<file path="src/rtl/sram_arbiter.sv">
// Arbiter sharing one single-port SRAM between instruction fetch (IF) and the
// data-memory stage (MEM). Accesses are serialised by a four-state FSM; read
// data comes back with a one-cycle valid pulse to the owning requester.
module sram_arbiter #(
    parameter int unsigned ADDR_W        = 32,
    parameter int unsigned DATA_W        = 32,
    parameter int unsigned RAM_LAT       = 1,
    parameter int unsigned MEM_BURST_MAX = 4
) (
    input  logic                clk,
    input  logic                rst,
    input  logic                if_req_i,
    input  logic [ADDR_W-1:0]   if_addr_i,
    output logic [DATA_W-1:0]   if_rdata_o,
    output logic                if_valid_o,
    output logic                if_stall_o,
    input  logic                flush_i,
    input  logic                mem_req_i,
    input  logic                mem_we_i,
    input  logic [ADDR_W-1:0]   mem_addr_i,
    input  logic [DATA_W-1:0]   mem_wdata_i,
    input  logic [DATA_W/8-1:0] mem_sel_i,
    output logic [DATA_W-1:0]   mem_rdata_o,
    output logic                mem_valid_o,
    output logic                mem_stall_o,
    output logic                sram_en_o,
    output logic [DATA_W/8-1:0] sram_we_o,
    output logic [ADDR_W-1:0]   sram_addr_o,
    output logic [DATA_W-1:0]   sram_wdata_o,
    input  logic [DATA_W-1:0]   sram_rdata_i
);

    localparam int unsigned SEL_W = DATA_W / 8;
    localparam int unsigned CNT_W = $clog2(MEM_BURST_MAX + 1);
    localparam int unsigned LAT_W = (RAM_LAT > 1) ? $clog2(RAM_LAT) : 1;

    typedef enum logic [1:0] {StIdle, StIssue, StWait, StDone} state_e;

    state_e              r_state;
    state_e              w_state_next;
    logic                r_owner_mem;
    logic                r_we;
    logic                r_kill;
    logic [CNT_W-1:0]    r_burst;
    logic [LAT_W-1:0]    r_wait_cnt;
    logic [DATA_W-1:0]   r_if_rdata;
    logic [DATA_W-1:0]   r_mem_rdata;
    logic                r_sram_en;
    logic [SEL_W-1:0]    r_sram_we;
    logic [ADDR_W-1:0]   r_sram_addr;
    logic [DATA_W-1:0]   r_sram_wdata;

    logic w_idle;
    logic w_if_ok;
    logic w_burst_full;
    logic w_grant_mem;
    logic w_grant_if;
    logic w_wait_last;

    // A fetch raised in the same cycle as a flush is wrong-path and never granted.
    assign w_idle       = (r_state == StIdle);
    assign w_if_ok      = if_req_i & ~flush_i;
    assign w_burst_full = (r_burst == CNT_W'(MEM_BURST_MAX));
    assign w_grant_mem  = w_idle & mem_req_i & ~(w_burst_full & w_if_ok);
    assign w_grant_if   = w_idle & w_if_ok & ~w_grant_mem;
    assign w_wait_last  = (r_wait_cnt == '0);

    // State register
    always_ff @(posedge clk or negedge rst) begin
        if (!rst) begin
            r_state <= StIdle;
        end else begin
            r_state <= w_state_next;
        end
    end

    // Next-state logic; arbitration only ever happens in StIdle
    always_comb begin
        w_state_next = r_state;
        unique case (r_state)
            StIdle:  if (w_grant_mem || w_grant_if) w_state_next = StIssue;
            StIssue: w_state_next = r_we ? StDone : StWait;
            StWait:  if (w_wait_last) w_state_next = StDone;
            StDone:  w_state_next = StIdle;
            default: w_state_next = StIdle;
        endcase
    end

    // Valid pulses and stalls; a flush during the DONE cycle also hides the fetch
    always_comb begin
        mem_valid_o = (r_state == StDone) & r_owner_mem;
        if_valid_o  = (r_state == StDone) & ~r_owner_mem & ~r_kill & ~flush_i;
        if_stall_o  = if_req_i & ~if_valid_o & ~flush_i;
        mem_stall_o = mem_req_i & ~mem_valid_o;
    end

    // Transaction latch, registered SRAM strobes, wait counter and read capture
    always_ff @(posedge clk or negedge rst) begin
        if (!rst) begin
            r_owner_mem  <= 1'b0;
            r_we         <= 1'b0;
            r_sram_en    <= 1'b0;
            r_sram_we    <= '0;
            r_sram_addr  <= '0;
            r_sram_wdata <= '0;
            r_wait_cnt   <= '0;
            r_if_rdata   <= '0;
            r_mem_rdata  <= '0;
        end else begin
            // Strobes are high only for the ISSUE cycle that follows a grant
            r_sram_en <= 1'b0;
            r_sram_we <= '0;
            if (w_grant_mem) begin
                r_owner_mem  <= 1'b1;
                r_we         <= mem_we_i;
                r_sram_en    <= 1'b1;
                r_sram_we    <= mem_we_i ? mem_sel_i : '0;
                r_sram_addr  <= mem_addr_i;
                r_sram_wdata <= mem_wdata_i;
            end else if (w_grant_if) begin
                r_owner_mem <= 1'b0;
                r_we        <= 1'b0;
                r_sram_en   <= 1'b1;
                r_sram_addr <= if_addr_i;
            end
            if (r_state == StIssue) begin
                r_wait_cnt <= LAT_W'(RAM_LAT - 1);
            end else if (r_state == StWait && !w_wait_last) begin
                r_wait_cnt <= r_wait_cnt - LAT_W'(1);
            end
            // Killed fetches still capture; only the valid pulse is suppressed
            if (r_state == StWait && w_wait_last) begin
                if (r_owner_mem) begin
                    r_mem_rdata <= sram_rdata_i;
                end else begin
                    r_if_rdata <= sram_rdata_i;
                end
            end
        end
    end

    // Consecutive MEM grants that made a waiting IF lose; saturates at the limit
    always_ff @(posedge clk or negedge rst) begin
        if (!rst) begin
            r_burst <= '0;
        end else if (w_idle) begin
            if (w_grant_if || !if_req_i) begin
                r_burst <= '0;
            end else if (w_grant_mem && !w_burst_full) begin
                r_burst <= r_burst + CNT_W'(1);
            end
        end
    end

    // Kill flag for an IF transaction overtaken by a branch flush
    always_ff @(posedge clk or negedge rst) begin
        if (!rst) begin
            r_kill <= 1'b0;
        end else if (r_state == StDone) begin
            r_kill <= 1'b0;
        end else if (!w_idle && !r_owner_mem && flush_i) begin
            r_kill <= 1'b1;
        end
    end

    assign if_rdata_o   = r_if_rdata;
    assign mem_rdata_o  = r_mem_rdata;
    assign sram_en_o    = r_sram_en;
    assign sram_we_o    = r_sram_we;
    assign sram_addr_o  = r_sram_addr;
    assign sram_wdata_o = r_sram_wdata;

endmodule

</file>
<file path="config.mk">
export PLATFORM = sky130hd
export DESIGN_NAME = sram_arbiter
export DESIGN_NICKNAME = d
export VERILOG_FILES = /design/src/rtl/sram_arbiter.sv
export SDC_FILE = /design/constraint.sdc
export NUM_CORES = 1
export LEC_CHECK = 0
export BUFFER_PORTS_ARGS = -buffer_cell sky130_fd_sc_hd__buf_4
export CORE_MARGIN = 8
export CORE_UTILIZATION = 47
export DETAILED_ROUTE_END_ITERATION = 16
export GPL_ROUTABILITY_DRIVEN = 0
export HOLD_SLACK_MARGIN = 0.06
export PLACE_DENSITY = 0.78
export SLEW_MARGIN = 20
export SYNTH_ARGS = -nofsm -noshare
export SYNTH_HDL_FRONTEND = slang
export SYNTH_SLANG_ARGS = --single-unit
export TNS_END_PERCENT = 20
</file>
<file path="constraint.sdc">
create_clock -name clk -period 1.9 [get_ports clk]
set_input_delay 0.285 -clock clk [delete_from_list [all_inputs] [get_ports clk]]
set_output_delay 0.285 -clock clk [all_outputs]
set_load 0.1 [all_outputs]
</file>
==> impl_metrics.prom, run 1 <==
# TYPE chip_impl_metric gauge
chip_impl_info{name="crit-reg2reg-launch",value="r_state[0]"} 1
chip_impl_metric{name="slew_headroom",unit="%"} 68.8
chip_impl_metric{name="reg2reg_depth",unit=""} 6
chip_impl_info{name="synthFlopType",value="dfrtp_1"} 1
chip_impl_metric{name="place.port_buffers",unit=""} 274
chip_impl_metric{name="clock_skew",unit="ps"} 6.88
chip_impl_metric{name="core_area",unit="mm2"} 0.0130
chip_impl_metric{name="first_drt_pass_iteration_count",unit=""} 5
chip_impl_info{name="status",value="finished, final reports clean"} 1
chip_impl_info{name="endpoint_kind",value="output port"} 1
chip_impl_metric{name="yosysSeqAreaShare",unit="%"} 57.4
chip_impl_metric{name="initial_utilization",unit="%"} 47.5
chip_impl_metric{name="chipHeight",unit="um"} 131
chip_impl_metric{name="fp.dieW",unit="um"} 131
chip_impl_info{name="layout_common_cells",value="buf_4 (282), dfrtp_1 (140), mux2_2 (97)"} 1
chip_impl_info{name="timing_worst_setup_path_type",value="flop to output port"} 1
chip_impl_metric{name="worst_skew_pair.late_latency",unit="ps"} 410
chip_impl_metric{name="fin_tns_setup",unit="ps"} 0
chip_impl_info{name="ordered_cell_list_for_the_critical_path",value="ha_2 -> and2_4 -> nor2b_2 -> buf_12"} 1
chip_impl_metric{name="area.growth.synth_to_final",unit="%"} 47.0
chip_impl_metric{name="worstPathMaxFanout",unit=""} 5
chip_impl_info{name="tritoncts",value="done"} 1
chip_impl_metric{name="fmax",unit="MHz"} 545
chip_impl_metric{name="cts_num_sinks",unit=""} 142
chip_impl_info{name="hold_path.startpoint",value="mem_wdata_i[2]"} 1
chip_impl_metric{name="post_cts.repair.setup_buffers",unit=""} 0
chip_impl_metric{name="finalHoldViolations",unit=""} 0
chip_impl_metric{name="fill_cells",unit=""} 953
chip_impl_metric{name="wl",unit="mm"} 18.0
chip_impl_metric{name="critical-path-max-stage-delay",unit="ps"} 420
chip_impl_metric{name="wire_length_of_the_first_global_routing_pass",unit="mm"} 28.2
chip_impl_metric{name="grt_antenna_before_repair",unit=""} 0
chip_impl_info{name="unrepaired_setup_endpoints_after_global_routing",value="yes"} 1
chip_impl_metric{name="final_nets",unit=""} 879
chip_impl_metric{name="cts-buffers-inserted",unit=""} 17
chip_impl_metric{name="clock_path_buffers",unit=""} 2
chip_impl_info{name="clk_root_buffer_cell",value="clkbuf_16"} 1
chip_impl_metric{name="synth-edff-count",unit=""} 0
chip_impl_metric{name="drt_drc_violations_left",unit=""} 0
chip_impl_metric{name="ctsHtreeMaxLevel",unit=""} 4
chip_impl_metric{name="synthesized_netlist_net_count",unit=""} 606
chip_impl_metric{name="syn-mean-instance-area",unit="um2"} 13.4
chip_impl_metric{name="postRouteAntennaNets",unit=""} 0
chip_impl_metric{name="n_antenna_cell",unit=""} 0
chip_impl_metric{name="maxCapViolations",unit=""} 0
chip_impl_info{name="yosys-top-cells-area",value="dfrtp_1 (57%), mux2_2 (18%), o22a_1 (4.5%)"} 1
chip_impl_metric{name="worst-endpoint-required",unit="ps"} 1620
chip_impl_info{name="reg2reg_to",value="r_owner_mem"} 1
chip_impl_metric{name="first_iter_violations",unit=""} 313
chip_impl_metric{name="first_global_vias",unit=""} 5503
chip_impl_metric{name="grt_start_max_net_pins",unit=""} 52
chip_impl_metric{name="drive_gt1_share",unit="%"} 57.7
chip_impl_metric{name="reg2reg_setup_slack",unit="ps"} 150
chip_impl_metric{name="global_route.usage.total",unit="%"} 21.4
chip_impl_metric{name="std_cell_rows",unit=""} 42
chip_impl_metric{name="setup_viol",unit=""} 0
chip_impl_metric{name="worst_ep_arrival_time",unit="ps"} 1550
chip_impl_info{name="crit_slowest_cell",value="dfrtp_1"} 1
chip_impl_info{name="setup.worst_path.start_class",value="flop"} 1
chip_impl_metric{name="final-max-slew-violation-count",unit=""} 0
chip_impl_metric{name="hpwl",unit="mm"} 13.6
chip_impl_info{name="holdPathEnd",value="sram_wdata_o[2]"} 1
chip_impl_metric{name="design.die.area",unit="mm2"} 0.0171
chip_impl_metric{name="gr_ovfl_total",unit=""} 0
chip_impl_metric{name="post_drt_wl_per_cell",unit="um"} 19.5
chip_impl_metric{name="via_per_inst",unit=""} 5.38
chip_impl_metric{name="synth_area",unit="mm2"} 0.00619
chip_impl_metric{name="holdPathStages",unit=""} 2
chip_impl_metric{name="worst_pin_slew",unit="ps"} 468
chip_impl_metric{name="synth_cell_types",unit=""} 36
chip_impl_info{name="hold_class",value="primary input to flop"} 1
chip_impl_metric{name="postSynth.asyncResetShare",unit="%"} 100
chip_impl_metric{name="ios",unit=""} 275
chip_impl_metric{name="layout_min_cycle_time",unit="ps"} 1840
chip_impl_metric{name="syn_inst",unit=""} 462
chip_impl_metric{name="post_synth_top_area_share",unit="%"} 57.4
chip_impl_metric{name="ys.warnings.count",unit=""} 0
chip_impl_info{name="yosysTopAreaCell",value="dfrtp_1"} 1
chip_impl_metric{name="vias",unit=""} 4970
chip_impl_metric{name="ys_seq_elements",unit=""} 142
chip_impl_info{name="most_common_library_cell_in_the_layout_ignoring_fill_and_taps",value="buf_4"} 1
chip_impl_metric{name="final_worst_path_period_share",unit="%"} 96.6
chip_impl_metric{name="clkSlewWorstSetupHoldPaths",unit="ps"} 60
## per-layer routing
layer / vias to the layer above / share of wire [%] / wire (um) / GRT usage [%]
li1: 2259 / - / - / -
met5: - / 0 / 0 / 0
met1: 2458 / 38 / 6880 / 24.9
met4: 0 / 1.4 / 257 / 8.17
met3: 20 / 10 / 1870 / 7.59
met2: 233 / 50 / 9030 / 35.6
## synthesized netlist by cell type (all sizes together), types with 4 or more instances
library cell,n
buf,24
nand2,39
dfrtp,142
o22a,32
a21boi,33
and3,4
clkbuf,15
ha,6
mux2,97
o221ai,31
inv,8
nor2,5
## worst max-delay path by stage
| stage | startpoint | to | cells after the start | slack, ps |
|---|---|---|---|---|
| finish | r_state[1] | mem_stall_o | 4 | 60 |
| global route | r_state[1] | mem_stall_o | 4 | -5 |
| CTS | r_state[0] | mem_valid_o | 3 | -9 |
| detailed placement | r_state[0] | r_owner_mem | 6 | 160 |
| global placement | r_state[0] | if_rdata_o[20] | 5 | 240 |
| floorplan | r_state[0] | mem_stall_o | 3 | -500 |
## worst max-delay path: cells and delay by family, from the launching register on
kind	cells	cell delay [ps]
flip-flops	1	420
AND/OR/NAND/NOR	2	300
adder cells (fa/ha/maj)	1	240
buffers and inverters	1	190
## cell type report
type                            instances  area [um2]  area share, %
Sequential cell                       142        3560           39.1
Clock buffer                           21         460           5.06
Timing Repair Buffer                  293        2310           25.4
Multi-Input combinational cell        273        2390           26.2
Clock inverter                         10         138           1.51
Tap cell                              176         220           2.42
Inverter                                8        30.0          0.330
## repair_timing
| item | in CTS | in global routing |
|---|---|---|
| hold endpoints to repair | 48 | 0 |
| gates resized for setup | 5 | 4 |
| hold buffers | 1 | 0 |
| setup endpoints to repair | 4 | 4 |
| pin swaps | 1 | 0 |
## metrics by stage
step | instance area [um2] | cells | setup WS, ps | hold WS, ps | utilization, %
6_report | 9100 | 923 | 64.2 | 103 | 69.8
5_1_grt | 9100 | 923 | -4.78 | 80.1 | 69.8
4_1_cts | 9090 | 923 | -8.66 | 82.7 | 69.8
3_5_place_dp | 8470 | 891 | 160 | 253 | 65.0
3_3_place_gp | 8470 | 891 | 236 | 247 | 65.0
2_1_floorplan | 6200 | 462 | -500 | -10.6 | -
## cell families (layout without fill, tap and decap cells)
group,count (synthesis),count (layout),synth area share [%]
flip-flops,142,142,57.4
AO/OA/AOI/OAI,108,108,14.5
multiplexers,99,99,18.0
AND/OR/NAND/NOR,60,60,4.55
buffers and inverters,47,332,4.42
adder cells (fa/ha/maj),6,6,1.21
## state kept, by name, indices dropped and copies added, names as in the netlist
name          count
if_rdata_o       32
mem_rdata_o      32
r_burst           3
r_kill            1
r_owner_mem       1
r_state           2
r_wait_cnt        1
r_we              1
sram_addr_o      32
sram_en_o         1
sram_wdata_o     32
sram_we_o         4
Power of run 1 is not shown: default switching activity piles up to over one toggle a cycle in this logic, so the estimate is an artifact.
==> inputs of run 2 (changes only) <==
--- a/config.mk
+++ b/config.mk
@@ -6,12 +6,14 @@
 export NUM_CORES = 1
 export LEC_CHECK = 0
 export BUFFER_PORTS_ARGS = -buffer_cell sky130_fd_sc_hd__buf_4
+export CELL_PAD_IN_SITES_DETAIL_PLACEMENT = 0
+export CELL_PAD_IN_SITES_GLOBAL_PLACEMENT = 1
 export CORE_MARGIN = 8
-export CORE_UTILIZATION = 47
+export CORE_UTILIZATION = 36
 export DETAILED_ROUTE_END_ITERATION = 16
 export GPL_ROUTABILITY_DRIVEN = 0
 export HOLD_SLACK_MARGIN = 0.06
-export PLACE_DENSITY = 0.78
+export PLACE_DENSITY = 0.77
 export SLEW_MARGIN = 20
 export SYNTH_ARGS = -nofsm -noshare
 export SYNTH_HDL_FRONTEND = slang
==> run 2 against run 1 <==
  * Global-route usage is 4.3 points lower
  * Via count decreased by 2.2%
  * Fmax down 1.5%
  * Final cell count rose by 5.7%
  * Cell area up 1.3%
  * Core utilization decreased by 16 points
  * Count of clock-buffer cells in the layout shrank 1
  * Hold slack better by 4.1 ps
  * Critical endpoint unchanged
  * Largest cell class unchanged
==> impl_metrics.prom, run 2 (synthesized netlist as in run 1, its figures left out) <==
# TYPE chip_impl_metric gauge
chip_impl_metric{name="post_drt_wl_per_cell",unit="um"} 19.0
chip_impl_metric{name="hpwl",unit="mm"} 13.7
chip_impl_metric{name="via_per_inst",unit=""} 4.98
chip_impl_metric{name="first_iter_violations",unit=""} 184
chip_impl_metric{name="fin_cells",unit=""} 976
chip_impl_metric{name="area_taken_by_multi_input_logic_gates",unit="mm2"} 0.00238
chip_impl_metric{name="final-max-slew-violation-count",unit=""} 0
chip_impl_metric{name="setup_viol",unit=""} 0
chip_impl_metric{name="design.die.area",unit="mm2"} 0.0217
chip_impl_metric{name="clkSlewWorstSetupHoldPaths",unit="ps"} 60
chip_impl_metric{name="std_cell_rows",unit=""} 48
chip_impl_metric{name="fin_tns_setup",unit="ps"} 0
chip_impl_metric{name="reg2reg_setup_slack",unit="ps"} 70
chip_impl_metric{name="chipHeight",unit="um"} 147
chip_impl_metric{name="layout.area.seq",unit="mm2"} 0.00355
chip_impl_metric{name="holdPathStages",unit=""} 2
chip_impl_metric{name="grt_start_max_net_pins",unit=""} 54
chip_impl_metric{name="final_nets",unit=""} 882
chip_impl_metric{name="wire_length_of_the_first_global_routing_pass",unit="mm"} 29.6
chip_impl_info{name="status",value="finished, final reports clean"} 1
chip_impl_metric{name="placed_cells_incl_taps",unit=""} 939
chip_impl_metric{name="postRouteAntennaNets",unit=""} 0
chip_impl_metric{name="worst_ep_arrival_time",unit="ps"} 1580
chip_impl_metric{name="core_area",unit="mm2"} 0.0171
chip_impl_metric{name="area.growth.synth_to_final",unit="%"} 48.9
chip_impl_info{name="reg2reg_to",value="r_state[1]"} 1
chip_impl_metric{name="initial_utilization",unit="%"} 36.3
chip_impl_metric{name="worst_pin_slew",unit="ps"} 518
chip_impl_metric{name="worst_skew_pair.late_latency",unit="ps"} 420
chip_impl_metric{name="layout_min_cycle_time",unit="ps"} 1860
chip_impl_metric{name="gr_ovfl_total",unit=""} 0
chip_impl_metric{name="grt_antenna_before_repair",unit=""} 0
chip_impl_info{name="layout_common_cells",value="buf_4 (283), dfrtp_1 (142), mux2_2 (97)"} 1
chip_impl_metric{name="final_worst_path_period_share",unit="%"} 98.1
chip_impl_metric{name="global_route.usage.total",unit="%"} 17.1
chip_impl_metric{name="worst-endpoint-required",unit="ps"} 1620
chip_impl_metric{name="slew_headroom",unit="%"} 65.4
chip_impl_metric{name="finalHoldViolations",unit=""} 0
chip_impl_metric{name="drt_drc_violations_left",unit=""} 0
chip_impl_info{name="crit_slowest_cell",value="dfrtp_1"} 1
chip_impl_metric{name="fmax",unit="MHz"} 537
chip_impl_metric{name="worstPathMaxFanout",unit=""} 4
chip_impl_info{name="clk_root_buffer_cell",value="clkbuf_16"} 1
chip_impl_metric{name="reg2reg_depth",unit=""} 7
chip_impl_info{name="hold_class",value="primary input to flop"} 1
chip_impl_metric{name="first_drt_pass_iteration_count",unit=""} 4
chip_impl_metric{name="cts-buffers-inserted",unit=""} 17
chip_impl_metric{name="drive_gt1_share",unit="%"} 57.4
chip_impl_info{name="timing_worst_setup_path_type",value="flop to output port"} 1
chip_impl_info{name="holdPathEnd",value="sram_wdata_o[14]"} 1
chip_impl_metric{name="vias",unit=""} 4862
chip_impl_info{name="unrepaired_setup_endpoints_after_global_routing",value="yes"} 1
chip_impl_metric{name="fp.dieW",unit="um"} 147
chip_impl_metric{name="place.port_buffers",unit=""} 274
chip_impl_metric{name="fill_cells",unit=""} 1494
chip_impl_metric{name="n_antenna_cell",unit=""} 0
chip_impl_info{name="crit-reg2reg-launch",value="r_state[0]"} 1
chip_impl_metric{name="cts_num_sinks",unit=""} 142
chip_impl_info{name="worst_path_dominant_cell_family",value="flip-flops"} 1
chip_impl_info{name="ordered_cell_list_for_the_critical_path",value="ha_2 -> and2_1 -> nor2b_2 -> buf_12"} 1
chip_impl_metric{name="clock_skew",unit="ps"} 10.3
chip_impl_metric{name="ctsHtreeMaxLevel",unit=""} 4
chip_impl_metric{name="maxCapViolations",unit=""} 0
chip_impl_info{name="hold_path.startpoint",value="mem_wdata_i[14]"} 1
chip_impl_info{name="tritoncts",value="done"} 1
chip_impl_info{name="endpoint_kind",value="output port"} 1
chip_impl_info{name="most_common_library_cell_in_the_layout_ignoring_fill_and_taps",value="buf_4"} 1
chip_impl_metric{name="wl",unit="mm"} 18.5
chip_impl_info{name="setup.worst_path.start_class",value="flop"} 1
chip_impl_metric{name="timing.critical_path.buf_inv",unit=""} 1
chip_impl_metric{name="first_global_vias",unit=""} 5476
chip_impl_metric{name="critical-path-max-stage-delay",unit="ps"} 420
chip_impl_metric{name="clock_path_buffers",unit=""} 2
chip_impl_metric{name="ios",unit=""} 275
## run 2: cell type report
cell class	count	share of cell area (%)
Clock inverter	12	1.99
Multi-Input combinational cell	273	25.8
Inverter	8	0.326
Clock buffer	20	4.84
Sequential cell	142	38.5
Tap cell	225	3.05
Timing Repair Buffer	296	25.4
## run 2: per-layer routing
layer / vias up / track usage (%) / share of wire [%]
li1: 2261 / - / -
met1: 2371 / 19.0 / 39
met2: 207 / 28.0 / 49
met3: 23 / 7.91 / 9.7
met4: 0 / 6.53 / 2.1
met5: - / 0 / 0
## run 2: repair_timing
| item | 4_1_cts | 5_1_grt |
|---|---|---|
| resized for setup | 4 | 4 |
| setup buffers | 4 | 0 |
| hold buffers | 1 | 0 |
| setup endpoints to repair | 3 | 6 |
| endpoints found under the hold margin | 50 | 0 |
| pin swaps | 0 | 0 |
## run 2: worst reg2reg max path: stages (launching register included)
cell and delay (ps):
dfrtp_1 390, buf_4 140, inv_1 70, ha_1 240
buf_8 200, inv_1 80, o31a_1 310, mux2_2 280
## run 2: how the worst max path moves through the flow
stage | end | depth (start not counted) | startpoint
after global routing | mem_stall_o | 4 | r_state[1]
final | mem_stall_o | 4 | r_state[1]
after floorplan | mem_stall_o | 3 | r_state[0]
after CTS | mem_stall_o | 4 | r_state[1]
after detailed placement | r_state[1] | 6 | r_state[0]
after global placement | r_state[1] | 6 | r_state[0]
## run 2: per-stage QoR
step / worst slack [ps] / area, um2 / utilization, % / hold WS, ps
2_1_floorplan: -500 / 6200 / - / -10.6
3_3_place_gp: 198 / 8520 / 50.0 / 275
3_5_place_dp: 106 / 8520 / 50.0 / 283
4_1_cts: 21.4 / 9210 / 54.0 / 77.3
5_1_grt: -17.5 / 9220 / 54.1 / 82.2
6_report: 36.1 / 9220 / 54.1 / 107
Power of run 2 is left out for the same reason.
